--- config.mk ---
export PLATFORM = sky130hd
export DESIGN_NAME = id_ex_pipe
export DESIGN_NICKNAME = d
export VERILOG_FILES = /design/src/rtl/pipe_pkg.sv /design/src/rtl/hazard_unit.sv /design/src/rtl/id_ex_pipe.sv
export SDC_FILE = /design/constraint.sdc
export NUM_CORES = 1
export LEC_CHECK = 0
export CORE_AREA = 2 2 141 143
export CTS_BUF_LIST = sky130_fd_sc_hd__clkbuf_8
export CTS_CLUSTER_SIZE = 40
export DETAILED_ROUTE_END_ITERATION = 7
export DIE_AREA = 0 0 143 145
export GPL_TIMING_DRIVEN = 0
export MAX_ROUTING_LAYER = met4
export PLACE_DENSITY_LB_ADDON = 0.25
export SLEW_MARGIN = 30
export SYNTH_ARGS = -nofsm -noshare
export SYNTH_HDL_FRONTEND = slang
export SYNTH_SLANG_ARGS = --single-unit
--- constraint.sdc ---
create_clock -name clk -period 2.55 [get_ports clk]
set_input_delay 0.51 -clock clk [delete_from_list [all_inputs] [get_ports clk]]
set_output_delay 0.51 -clock clk [all_outputs]
set_load 0.1 [all_outputs]
--- src/rtl/pipe_pkg.sv ---
// Shared widths, control-bundle bit positions and forward-select codes for the RV32I pipeline.
package pipe_pkg;

   localparam int unsigned XLEN   = 32;
   localparam int unsigned RA_W   = 5;
   localparam int unsigned CTRL_W = 11;

   // Control bundle layout, MSB first
   localparam int unsigned CTRL_REG_WRITE  = 10;
   localparam int unsigned CTRL_MEM_READ   = 9;
   localparam int unsigned CTRL_MEM_WRITE  = 8;
   localparam int unsigned CTRL_MEM_TO_REG = 7;
   localparam int unsigned CTRL_ALU_SRC    = 6;
   localparam int unsigned CTRL_BRANCH     = 5;
   localparam int unsigned CTRL_JUMP       = 4;
   localparam int unsigned CTRL_ALU_OP_MSB = 3;
   localparam int unsigned CTRL_ALU_OP_LSB = 0;

   localparam logic [1:0] FWD_RF    = 2'b00;
   localparam logic [1:0] FWD_MEMWB = 2'b01;
   localparam logic [1:0] FWD_EXMEM = 2'b10;

endpackage

--- src/rtl/hazard_unit.sv ---
// Combinational load-use detection and next-cycle forward selects for the ID instruction.
module hazard_unit #(
   parameter int unsigned RA_W   = pipe_pkg::RA_W,
   parameter int unsigned CTRL_W = pipe_pkg::CTRL_W
) (
   input  logic              ex_valid,
   input  logic [CTRL_W-1:0] ex_ctrl,
   input  logic [RA_W-1:0]   ex_rd,
   input  logic              id_valid,
   input  logic [RA_W-1:0]   id_rs1,
   input  logic [RA_W-1:0]   id_rs2,
   input  logic              id_rs1_used,
   input  logic              id_rs2_used,
   input  logic [RA_W-1:0]   exmem_rd,
   input  logic              exmem_reg_write,
   output logic              lu,
   output logic [1:0]        fwd_a,
   output logic [1:0]        fwd_b
);
   import pipe_pkg::*;

   logic ex_writes;
   logic ex_loads;
   logic mem_writes;

   always_comb begin
      // x0 is excluded from every match so it never forwards or stalls
      ex_writes  = ex_valid & ex_ctrl[CTRL_REG_WRITE] & (ex_rd != '0);
      ex_loads   = ex_valid & ex_ctrl[CTRL_MEM_READ] & (ex_rd != '0);
      mem_writes = exmem_reg_write & (exmem_rd != '0);

      lu = ex_loads & id_valid &
           ((id_rs1_used & (id_rs1 == ex_rd)) | (id_rs2_used & (id_rs2 == ex_rd)));

      fwd_a = FWD_RF;
      if (ex_writes && id_rs1_used && (id_rs1 == ex_rd)) begin
         fwd_a = FWD_EXMEM;
      end else if (mem_writes && id_rs1_used && (id_rs1 == exmem_rd)) begin
         fwd_a = FWD_MEMWB;
      end

      fwd_b = FWD_RF;
      if (ex_writes && id_rs2_used && (id_rs2 == ex_rd)) begin
         fwd_b = FWD_EXMEM;
      end else if (mem_writes && id_rs2_used && (id_rs2 == exmem_rd)) begin
         fwd_b = FWD_MEMWB;
      end
   end

endmodule

--- src/rtl/id_ex_pipe.sv ---
// ID->EX pipeline register with load-use bubble insertion, flush/freeze handling,
// registered forward selects and wrap-around stall/flush debug counters.
module id_ex_pipe #(
   parameter int unsigned XLEN   = pipe_pkg::XLEN,
   parameter int unsigned RA_W   = pipe_pkg::RA_W,
   parameter int unsigned CTRL_W = pipe_pkg::CTRL_W,
   parameter int unsigned CNT_W  = 16
) (
   input  logic              clk,
   input  logic              reset,
   input  logic              id_valid,
   input  logic [XLEN-1:0]   id_pc,
   input  logic [XLEN-1:0]   id_rs1_data,
   input  logic [XLEN-1:0]   id_rs2_data,
   input  logic [XLEN-1:0]   id_imm,
   input  logic [RA_W-1:0]   id_rs1,
   input  logic [RA_W-1:0]   id_rs2,
   input  logic [RA_W-1:0]   id_rd,
   input  logic              id_rs1_used,
   input  logic              id_rs2_used,
   input  logic [CTRL_W-1:0] id_ctrl,
   input  logic              ex_flush,
   input  logic              mem_stall,
   input  logic [RA_W-1:0]   exmem_rd,
   input  logic              exmem_reg_write,
   output logic              hazard_stall,
   output logic              ex_valid,
   output logic [XLEN-1:0]   ex_pc,
   output logic [XLEN-1:0]   ex_rs1_data,
   output logic [XLEN-1:0]   ex_rs2_data,
   output logic [XLEN-1:0]   ex_imm,
   output logic [RA_W-1:0]   ex_rs1,
   output logic [RA_W-1:0]   ex_rs2,
   output logic [RA_W-1:0]   ex_rd,
   output logic [CTRL_W-1:0] ex_ctrl,
   output logic [1:0]        ex_fwd_a,
   output logic [1:0]        ex_fwd_b,
   output logic [CNT_W-1:0]  stall_count,
   output logic [CNT_W-1:0]  flush_count
);
   import pipe_pkg::*;

   logic       lu;
   logic [1:0] fwd_a_next;
   logic [1:0] fwd_b_next;
   logic       capture;

   hazard_unit #(
      .RA_W   (RA_W),
      .CTRL_W (CTRL_W)
   ) u_hazard_unit (
      .ex_valid        (ex_valid),
      .ex_ctrl         (ex_ctrl),
      .ex_rd           (ex_rd),
      .id_valid        (id_valid),
      .id_rs1          (id_rs1),
      .id_rs2          (id_rs2),
      .id_rs1_used     (id_rs1_used),
      .id_rs2_used     (id_rs2_used),
      .exmem_rd        (exmem_rd),
      .exmem_reg_write (exmem_reg_write),
      .lu              (lu),
      .fwd_a           (fwd_a_next),
      .fwd_b           (fwd_b_next)
   );

   assign hazard_stall = lu & ~ex_flush;
   // Anything other than a real, unflushed, unstalled instruction becomes an all-zero bubble
   assign capture      = id_valid & ~ex_flush & ~lu;

   always_ff @(posedge clk or negedge reset) begin
      if (!reset) begin
         ex_valid    <= 1'b0;
         ex_pc       <= '0;
         ex_rs1_data <= '0;
         ex_rs2_data <= '0;
         ex_imm      <= '0;
         ex_rs1      <= '0;
         ex_rs2      <= '0;
         ex_rd       <= '0;
         ex_ctrl     <= '0;
         ex_fwd_a    <= FWD_RF;
         ex_fwd_b    <= FWD_RF;
         stall_count <= '0;
         flush_count <= '0;
      end else if (!mem_stall) begin
         ex_valid    <= capture;
         ex_pc       <= capture ? id_pc : '0;
         ex_rs1_data <= capture ? id_rs1_data : '0;
         ex_rs2_data <= capture ? id_rs2_data : '0;
         ex_imm      <= capture ? id_imm : '0;
         ex_rs1      <= capture ? id_rs1 : '0;
         ex_rs2      <= capture ? id_rs2 : '0;
         ex_rd       <= capture ? id_rd : '0;
         ex_ctrl     <= capture ? id_ctrl : '0;
         ex_fwd_a    <= capture ? fwd_a_next : FWD_RF;
         ex_fwd_b    <= capture ? fwd_b_next : FWD_RF;
         if (ex_flush) begin
            flush_count <= flush_count + CNT_W'(1);
         end else if (lu) begin
            stall_count <= stall_count + CNT_W'(1);
         end
      end
   end

endmodule

[Word level (Yosys, flattened, before mapping)]
Index checks and enable logic that the tools add are counted.
Word-level totals
  register bits: 191
  input port bits: 167
  word-level logic and storage cells: 61
Cells by class
  $add $sub $neg: 2
  equal/unequal tests: 4
  muxes and demuxes: 14
  bitwise operators: 16
  reduce and logical (&&, ||, !) cells: 12
Operator list (number)
  $mux 32: 4
  $add 16x1->16 const B: 2
  $eq 5x5->1: 4
  $mux 5: 3
  $and 1x1->1: 12
  $mux 11: 1
  $reduce_bool 5->1: 2
  $logic_and 1x1->1: 8
  $mux 2: 4
  $not 1->1: 3
  $reduce_and 3->1: 1
  $mux 1: 2
  $reduce_and 2->1: 1
  $or 1x1->1: 1

[Longest topological paths before layout]
  depth in word-level cells: 7
  mapped depth: 8
  depth with buffers taken out: 5

[Hierarchy]
Synthesis repeated with hierarchy kept, for this count alone.
Unflattened totals
  cell total of the unflattened synthesis: 518
  area total of the unflattened synthesis: 7280.7 µm²
Modules (own cells, without submodules)
  id_ex_pipe: times used 1, cells each 478, area an instance 6960.4 µm², sequential area each 4779.6 µm²
  hazard_unit: times used 1, cells each 40, area an instance 320.3 µm², sequential area each 0.0 µm²

[Worst setup path before layout]
No wires, ideal clock.
  kind: register to output
  from: register ex_rd[1]
  to: output port hazard_stall
  arrival time: 3.375 ns
  data required time: 2.040 ns
  path slack: -1.335 ns
  stages on the path, launching flop included: 8
  cell sequence: dfrtp_1 > buf_2 > xnor2_1 > nand4_1 > nor3_4 > o21ai_2 > buf_2 > nor2_1
On the way
  longest elaborated chain between the ends: 5
  elaborated cells between the ends (all ways): 10
Ends and longest elaborated chain
  start, declared: line id_ex_pipe.sv:34  | output logic [RA_W-1:0] ex_rd,
  start signal, assigned: line id_ex_pipe.sv:94  | ex_rd <= capture ? id_rd : '0;
  $eq 5x5->1 / $reduce_bool 5->1 (equally long branches): line hazard_unit.sv:33, hazard_unit.sv:29
  $and 1x1->1 (on tied branches): line hazard_unit.sv:33, hazard_unit.sv:29
  $or 1x1->1 / $and 1x1->1 (equally long branches): line hazard_unit.sv:33, hazard_unit.sv:32
  $and 1x1->1 (*): line hazard_unit.sv:32  | lu = ex_loads & id_valid &
  $and 1x1->1 (*): line id_ex_pipe.sv:67  | assign hazard_stall = lu & ~ex_flush;
  end, declared: line id_ex_pipe.sv:26  | output logic hazard_stall,
Mark *: on every way between the ends. The rest lies on a longest branch, timed or not.

[Worst setup path in the final report]
  from: register ex_rd[3]
  to: output port hazard_stall
The elaborated chain is that of the path after synthesis.

==> reports/metrics.csv <==
metric;value;unit
status;complete, but fails checks;
failing checks;negative setup slack;
cts bufs inserted;17;
global route total overflow;0;
Crit-path slowest cell;or4_4;
die height;145;um
Area Growth Syn to Fin;58.6;%
Final ANT Viol Nets;0;
I/O Pins;359;
post-synthesis net count;708;
HPWL after detailed placement;18900;um
hold crit path type;reg -> reg;
LEAKAGE;5.80;nW
vias in the first global route;6715;
total of max-cap violations;0;
Cell Area, Synth;0.00768;sq mm
CTS Sinks;191;
detailed-route via count;6575;
Routability Congestion;0.824;
row count;51;
WS Path Type;reg -> out;
post-route cell area;0.0122;sq mm
Root Driver;clkbuf_8;
Syn. warnings;0;
Max Root-Sink Buffers;2;
Post-route DRC;0;
first-pass GRT wire length;38600;um
CTS tree;built;
Startpoint Class;register;
Final setup violation count;1;
crit path from;ex_rd[3];
DRT iter0 DRCs;406;
Fin Hold WS;0.473;ns
Worst EP required;2.04;ns
Routed wire per std cell;21.3;um
hold_sp;flush_count[15];
Worst R2R Path Depth;8;
Max VDD drop;0.333;mV
core region area;0.0192;sq mm
die width;143;um
Die ar.;0.0207;sq mm
most common cell after layout, fill and taps aside;clkdlybuf4s50_1;
Post-DP Area;0.0117;sq mm
most frequent cells in the layout;clkdlybuf4s50_1, dfrtp_1, a32o_1;
GRT Util Overall;0.252;
layout cells sized above 1;0.0947;
sequential area share after synthesis;0.622;
Buffers on Ports;357;
Synth Register Bits;191;
Worst Tran Pin Value;1.02;ns
Tmin final;2.65;ns
initial core utilization;0.400;
reg2reg end;stall_count[13];
final hold vios;0;
Final Max Tran Viols;0;
arrival time at the worst endpoint;2.14;ns
Pre-antenna DRT Iters;4;
cell count after synthesis;539;
unrepaired setup endpoints after global routing;true;
period utilization;1.04;
crit-path max FO;3;
Avg Cell Area, Syn;14.3;sq um
Clock Latency Late Sink;0.47;ns
DRT Wirelength;25700;um
CP max stage delay;0.57;ns
Fillers;1574;
Worst Slack Setup Final;-0.0951;ns
storage element area;0.00479;sq mm
Slew headroom;0.316;
achievable frequency;0.378;GHz
Fin Clk Skew;0.0166;ns
largest net degree at the start of global routing;85;
crit path capture type;output pin;
P per Cell Area;630;mW/mm^2
NumNets Final;1096;
H-tree depth;4;
Vias/cell;5.45;
Reg clk slew, reported paths;0.10;ns
area of the multi-input gates;0.00262;sq mm
Synth cell types;31;
worst setup path end;hazard_stall;
initial antenna violation count;2;
crit-path cells;or4_4, o21a_4, o21ai_4, buf_6, nor2_4, buf_12;
R2R setup slack;0.38;ns
r2r startpoint;ex_rd[3];
==> repair_timing <==
item,CTS,global route
endpoints found under the hold margin,34,0
pin swaps,5,4
setup buffers,7,3
endpoints found under the setup margin,39,39
resized for setup,51,40
hold buffers,1,0
==> worst min-delay path by stage <==
stage	end	slack, ns	cells past startpoint
2_1_floorplan	ex_ctrl[0]	0.21	0
3_3_place_gp	flush_count[15]	0.46	1
3_5_place_dp	ex_rs2_data[20]	0.40	1
5_1_grt	flush_count[8]	0.49	2
4_1_cts	ex_rs2_data[20]	0.48	2
6_report	flush_count[15]	0.47	1
==> cell families (layout without fill, tap and decap cells) <==
group,count (synthesis),in the layout,synth area share
compound gates,180,180,0.229
xor+xnor,50,50,0.0570
fa+ha+maj,2,2,0.00326
buf+inv,58,459,0.0430
flops,191,191,0.622
mux,2,2,0.00293
other cells,0,2,0
simple gates,56,56,0.0428
==> cell type report <==
cell class,count,area share
antenna,2,0.000411
buffer,57,0.0272
clock buffer,18,0.0203
clock inverter,14,0.0104
multi-input combinational,290,0.215
sequential,191,0.393
tap,265,0.0272
timing repair buffer,370,0.306
==> cells in the mapped netlist, drive strengths merged <==
cell	count	area share
o211ai	3	0.0029
a32o	156	0.20
and2	4	0.0033
o21a	2	0.0020
dfrtp	191	0.62
nor2	5	0.0024
mux2	2	0.0029
buf	18	0.023
o21ai	3	0.0024
o2111a	1	0.0015
nand3	8	0.0052
xnor2	35	0.040
nor4	2	0.0016
nor2b	1	0.00081
nand2	10	0.0049
o31ai	1	0.00098
and3	10	0.0081
o2111ai	13	0.015
or4	2	0.0020
ha	2	0.0033
nand4	5	0.0041
xor2	15	0.017
clkbuf	40	0.020
o41ai	1	0.0011
nor3	4	0.0047
and4	5	0.0057
==> flip-flops by register name, indices dropped and copies added, names as in the netlist, 11 cells and up <==
name and count:
stall_count 16, ex_rs1_data 32, ex_rs2_data 32, ex_imm 32, flush_count 16, ex_pc 32, ex_ctrl 11
==> power breakdown <==
| group | total [mW] | switching [mW] | internal [mW] |
|---|---|---|---|
| Clock | 1.91 | 1.18 | 0.737 |
| Combinational | 2.42 | 1.75 | 0.664 |
| Sequential | 3.34 | 0.133 | 3.21 |
==> critical path, delay by kind of cell, from the launching register on <==
kind	cells	cell delay (ns)
compound gates	2	0.32
buf+inv	2	0.30
flops	1	0.44
simple gates	2	0.61
==> layer usage <==
layer  routed length, um  share of wire  global-route usage
met3                2330          0.091              0.0818
met1               10200           0.40               0.297
met5                   0              0                   -
met4                 690          0.027              0.0926
met2               12500           0.49               0.402
==> stage by stage <==
stage	power [mW]	setup slack, ns	setup TNS [ns]	cells	utilization
2_1_floorplan	5.01	-0.0837	-0.0837	539	-
3_3_place_gp	5.84	-8.51	-1401.29	1161	0.606
3_5_place_dp	5.86	-1.35	-38.01	1163	0.607
4_1_cts	7.73	-0.115	-0.115	1203	0.629
5_1_grt	7.96	-0.147	-0.147	1207	0.634
6_report	7.67	-0.0951	-0.0951	1207	0.634
No activity file was read; power rests on OpenSTA's default activity.
